===== config.mk =====
export PLATFORM = sky130hd
export DESIGN_NAME = output_port_allocator
export DESIGN_NICKNAME = d
export VERILOG_FILES = /design/src/rtl/output_port_allocator_pkg.sv /design/src/rtl/output_port_allocator_rr_arbiter.sv /design/src/rtl/output_port_allocator.sv
export SDC_FILE = /design/constraint.sdc
export NUM_CORES = 1
export LEC_CHECK = 0
export CAP_MARGIN = 20
export CORE_MARGIN = 4
export CORE_UTILIZATION = 50
export DETAILED_ROUTE_END_ITERATION = 10
export PLACE_DENSITY = 0.78
export SLEW_MARGIN = 30
export SYNTH_ARGS = -nofsm -noshare
export SYNTH_HDL_FRONTEND = slang
export SYNTH_SLANG_ARGS = --single-unit

===== constraint.sdc =====
create_clock -name clk -period 3.4 [get_ports clk]
set_input_delay 0.51 -clock clk [delete_from_list [all_inputs] [get_ports clk]]
set_output_delay 0.51 -clock clk [all_outputs]
set_load 0.005 [all_outputs]

===== src/rtl/output_port_allocator_pkg.sv =====
// Shared definitions for the per-output switch allocator: mesh channel IDs,
// the default route-field width and the allocator FSM state type.
package output_port_allocator_pkg;

    localparam int DEF_PORT_ID_W = 3;

    localparam logic [2:0] CH_LOCAL = 3'b000;
    localparam logic [2:0] CH_NORTH = 3'b001;
    localparam logic [2:0] CH_SOUTH = 3'b010;
    localparam logic [2:0] CH_EAST  = 3'b011;
    localparam logic [2:0] CH_WEST  = 3'b100;

    typedef enum logic [0:0] {
        ST_IDLE   = 1'b0,
        ST_LOCKED = 1'b1
    } alloc_state_e;

endpackage


===== src/rtl/output_port_allocator_rr_arbiter.sv =====
// Combinational round-robin pick: first eligible index at or above rr_ptr,
// wrapping around, reported both one-hot and as a binary index.
module noc_rr_arbiter #(
    parameter int N     = 5,
    parameter int IDX_W = 3
) (
    input  logic [N-1:0]     eligible,
    input  logic [IDX_W-1:0] rr_ptr,
    output logic [N-1:0]     winner,
    output logic [IDX_W-1:0] winner_idx,
    output logic             any_eligible
);

    int   pos_s;
    logic found_s;

    // Scan N positions starting at rr_ptr; the first hit wins.
    always_comb begin
        pos_s      = 0;
        found_s    = 1'b0;
        winner     = '0;
        winner_idx = '0;
        for (int k = 0; k < N; k++) begin
            pos_s = int'(rr_ptr) + k;
            if (pos_s >= N) begin
                pos_s = pos_s - N;
            end else begin
                pos_s = pos_s;
            end
            if (!found_s && eligible[pos_s]) begin
                found_s       = 1'b1;
                winner[pos_s] = 1'b1;
                winner_idx    = IDX_W'(pos_s);
            end else begin
                found_s = found_s;
            end
        end
    end

    assign any_eligible = found_s;

endmodule


===== src/rtl/output_port_allocator.sv =====
// Per-output switch allocator: round-robin packet-granular grant with a
// downstream credit counter gating each flit transfer.
module output_port_allocator
    import output_port_allocator_pkg::*;
#(
    parameter int                   NUM_PORTS = 5,
    parameter int                   PORT_ID_W = DEF_PORT_ID_W,
    parameter logic [PORT_ID_W-1:0] PORT_ID   = PORT_ID_W'(CH_NORTH),
    parameter int                   BUF_DEPTH = 4,
    localparam int                  CNT_W     = $clog2(BUF_DEPTH + 1),
    localparam int                  IDX_W     = $clog2(NUM_PORTS)
) (
    input  logic                           clk,
    input  logic                           rst,
    input  logic [NUM_PORTS-1:0]           req,
    input  logic [NUM_PORTS*PORT_ID_W-1:0] rout_port,
    input  logic [NUM_PORTS-1:0]           tail,
    input  logic                           credit_in,
    output logic [NUM_PORTS-1:0]           grant,
    output logic [IDX_W-1:0]               grant_id,
    output logic                           xfer,
    output logic [CNT_W-1:0]               credits,
    output logic                           credit_err
);

    localparam logic [CNT_W-1:0] CREDIT_MAX = CNT_W'(BUF_DEPTH);
    localparam logic [IDX_W-1:0] LAST_IDX   = IDX_W'(NUM_PORTS - 1);

    alloc_state_e           state_r;
    alloc_state_e           state_nxt_s;
    logic [NUM_PORTS-1:0]   grant_r;
    logic [IDX_W-1:0]       grant_id_r;
    logic [IDX_W-1:0]       rr_ptr_r;
    logic [CNT_W-1:0]       credits_r;
    logic                   credit_err_r;

    logic [NUM_PORTS-1:0]   eligible_s;
    logic [NUM_PORTS-1:0]   win_s;
    logic [IDX_W-1:0]       win_idx_s;
    logic                   any_s;
    logic                   locked_s;
    logic                   xfer_s;
    logic                   release_s;
    logic [IDX_W-1:0]       ptr_after_s;

    for (genvar i = 0; i < NUM_PORTS; i++) begin : g_elig
        assign eligible_s[i] = req[i] && (rout_port[i*PORT_ID_W +: PORT_ID_W] == PORT_ID);
    end

    noc_rr_arbiter #(
        .N     (NUM_PORTS),
        .IDX_W (IDX_W)
    ) u_arb (
        .eligible     (eligible_s),
        .rr_ptr       (rr_ptr_r),
        .winner       (win_s),
        .winner_idx   (win_idx_s),
        .any_eligible (any_s)
    );

    // While locked only the winner's request/tail matter; an abort releases
    // even with no credits, a tail releases only when it actually transfers.
    assign locked_s    = (state_r == ST_LOCKED);
    assign xfer_s      = locked_s && req[grant_id_r] && (credits_r != '0);
    assign release_s   = locked_s && (!req[grant_id_r] || (xfer_s && tail[grant_id_r]));
    assign ptr_after_s = (grant_id_r == LAST_IDX) ? '0 : grant_id_r + IDX_W'(1);

    // Next-state logic for the allocation FSM.
    always_comb begin
        state_nxt_s = state_r;
        case (state_r)
            ST_IDLE: begin
                if (any_s) begin
                    state_nxt_s = ST_LOCKED;
                end else begin
                    state_nxt_s = ST_IDLE;
                end
            end
            ST_LOCKED: begin
                if (release_s) begin
                    state_nxt_s = ST_IDLE;
                end else begin
                    state_nxt_s = ST_LOCKED;
                end
            end
            default: state_nxt_s = ST_IDLE;
        endcase
    end

    // FSM state, grant register and round-robin pointer.
    always_ff @(posedge clk) begin
        if (rst) begin
            state_r    <= ST_IDLE;
            grant_r    <= '0;
            grant_id_r <= '0;
            rr_ptr_r   <= '0;
        end else begin
            state_r <= state_nxt_s;
            if ((state_r == ST_IDLE) && any_s) begin
                grant_r    <= win_s;
                grant_id_r <= win_idx_s;
            end else if (release_s) begin
                grant_r    <= '0;
                grant_id_r <= '0;
                rr_ptr_r   <= ptr_after_s;
            end
        end
    end

    // Downstream credit counter with sticky overflow flag.
    always_ff @(posedge clk) begin
        if (rst) begin
            credits_r    <= CREDIT_MAX;
            credit_err_r <= 1'b0;
        end else begin
            case ({xfer_s, credit_in})
                2'b10: credits_r <= credits_r - CNT_W'(1);
                2'b01: begin
                    if (credits_r == CREDIT_MAX) begin
                        credit_err_r <= 1'b1;
                    end else begin
                        credits_r <= credits_r + CNT_W'(1);
                    end
                end
                default: credits_r <= credits_r;
            endcase
        end
    end

    assign grant      = grant_r;
    assign grant_id   = grant_id_r;
    assign xfer       = xfer_s;
    assign credits    = credits_r;
    assign credit_err = credit_err_r;

endmodule

==> metrics.txt <==
Async SR Flop Fraction 0%; RD Place Congestion 1.03; final wirelength 8.57 mm; endpoints failing hold 0; initial DRC count 423; RSZ-0062 raised after global routing true; Hold Path Class reg2reg; Pre-Repair DR Iteration Count 5; # diodes 0; average footprint of a synthesized cell 7.86 um^2; clk slew on worst S/H paths 0.07 ns; CTS Buf Count 3; post-synth top area share 11.8%; vias in the first global route 2797; Hold WS 0.463 ns; Die Span Y 81.6 um; DRC viols 0; predominant post-synthesis flop cell dfxtp_1; Slew @ Worst Pin 0.609 ns; Yosys Warn Count 0; Std-Cell Rows 26; setup slack, reg-to-reg 0.11 ns; Mapped Nets 398; initial antenna violation count 0; Area Overhead vs Synth 23.4%; first-pass GRT wire length 13.8 mm; pin count of the biggest net entering global routing 24; Setup crit start kind flip-flop; cts hold-fix bufs 0; part of the cycle the worst path needs 96.7%; PortBufs 40; most frequent cells in the layout 40 x clkdlybuf4s50_1, 36 x nand2_1, 27 x nor2_1, 26 x buf_4, 23 x a21oi_1; wire per inst 18.2 um; Synth Cell Area 2710 um^2; clk_lat worst skew 0.26 ns; Core ar. 5170 um^2; Finished Cell Area 3350 um^2; Period minus WS final 3.29 ns; Area contributors post-synth dfxtp_1 12%, ha_1 11%, nand2_1 5.0%, a21oi_1 4.2%, nor2_1 3.7%; CTS sink count 16; critical-path cell list inv_2, ha_1, fa_1, a21bo_2, mux2i_4, or3b_1, a32oi_2, nor2_2, and3b_2, a211oi_1, a21o_1, o31ai_1; Cell variety after synth 89; Starting Density 52.4%; share of layout cells above drive strength 1 19.0%; CP arrival 3.43 ns; Post-DRT Antenna Nets 0; root buffer cell clkbuf_8; Post-Syn Instances 345; clock skew 0.00557 ns; Total Routing Usage GR 26.4%; Seq/Total Area, Yosys 11.8%; Clock Tree Buf Depth 2; Overflow after GRT 0; EDFF count, synth 0; Setup crit end kind flip-flop; Total Die Area 6670 um^2; max cap viols 0; Achievable Freq 304 MHz; WP data required 3.54 ns; Final Max Tran Viols 0; vias per std cell 6.27; WS Path Type reg2reg; Leakage 1.30 nW; Layout fillers 449; Synth Register Bits 16; IO Pins 41; Max FO, Critical Path 10; Max VDD drop 377 uV; status finished clean; die width 81.6 um; H-tree levels 1; nets 454; Post-DP HPWL 6.76 mm; CTS tree yes; total power per unit cell area 897 nW/um^2; Layout Utilization 64.7%; dpl ws 0.0600 ns; Vias 2945; cell accounting for the most synthesized area dfxtp_1; fin worst setup slack 0.111 ns; slew margin rel. 58.9%; Slowest-stage cell, CP fa_1; placed cell areas 3230 um^2; CP max stage delay 0.41 ns; setup tns final 0 ns; leading cell type in the layout, fill and taps excluded clkdlybuf4s50_1; Final Setup Violations 0
critical path: cells and delay by family, from the launching register on:
kind	cells	cell delay, ns
compound gates	5	1.08
buf+inv	1	0.07
fa+ha+maj	2	0.62
mux	1	0.29
simple gates	3	0.78
flops	1	0.34
area by class of cell:
class | instances | area [um^2] | area share, %
multi-input cells | 296 | 2220 | 66.3
repair buffers | 66 | 596 | 17.8
flip-flops and latches | 16 | 322 | 9.61
well taps | 70 | 87.6 | 2.62
inverters | 18 | 67.6 | 2.02
clock buffers | 4 | 55.1 | 1.65
cell usage after synthesis, types with 3 or more instances:
cell       number
a31oi_1         5
a21o_1          4
o21ai_2         3
xnor2_1         5
inv_1          17
or3_1           3
o21ai_1         4
clkbuf_1        3
nor3_1         13
nand3_1        10
a211o_1         3
a32oi_1         7
o21ai_0        16
a211oi_1        6
buf_6           7
nor4_1          3
mux2i_1         7
o31a_1          4
nor2_1         27
nand2_1        36
dfxtp_1        16
ha_1           23
a21oi_1        23
and3_1          6
nand4_1         4
o32ai_1         3
o31ai_1         5
nand2b_1        4
nand4bb_1       3
flip-flops by register name, summed over array words and instances (netlist names):
name / count
rr_ptr_r: 3
grant_id: 3
credit_err: 1
credits: 3
locked_s: 1
grant: 5
per-stage QoR:
stage / std cells / power [W]
after floorplan: 345 / 0.00202
after global placement: 463 / 0.00262
after detailed placement: 463 / 0.00264
after CTS: 467 / 0.00283
after global routing: 470 / 0.00323
final: 470 / 0.00300
layer usage:
metal / up-vias / GRT usage (%) / share of wire, %
met4: 0 / 4.98 / 1.7
met1: 1323 / 37.2 / 43
met5: - / 0 / 0
met3: 17 / 5.48 / 11
li1: 1416 / - / -
met2: 189 / 41.9 / 44
kinds of logic (layout without fill, tap and decap cells):
group	count (synthesis)	count (layout)	synth area share, %
compound gates	110	110	30.5
mux	13	13	6.88
xor+xnor	6	6	1.94
flops	16	16	11.8
buf+inv	33	88	7.80
fa+ha+maj	25	25	12.1
simple gates	142	142	29.0
path summary, 6_finish.rpt:
kind	startpoint	endpoint	depth (start not counted)
max	rr_ptr_r[0]	grant_id[0]	12
min	grant[4]	grant[4]	2
max reg2reg	rr_ptr_r[0]	grant_id[0]	12
min reg2reg	grant[4]	grant[4]	2
power by group:
part           total, W  switching (W)  internal [W]
combinational   0.00253        0.00147       0.00106
sequential     0.000291      0.0000495      0.000242
clock          0.000176      0.0000726      0.000103
repair_timing:
item                                    in CTS  in global routing
endpoints found under the setup margin       0                  8
resized for setup                            0                 12
setup buffers                                0                  3
hold endpoints to repair                     0                  0
Note: power is estimated with default switching activity, not from simulation.
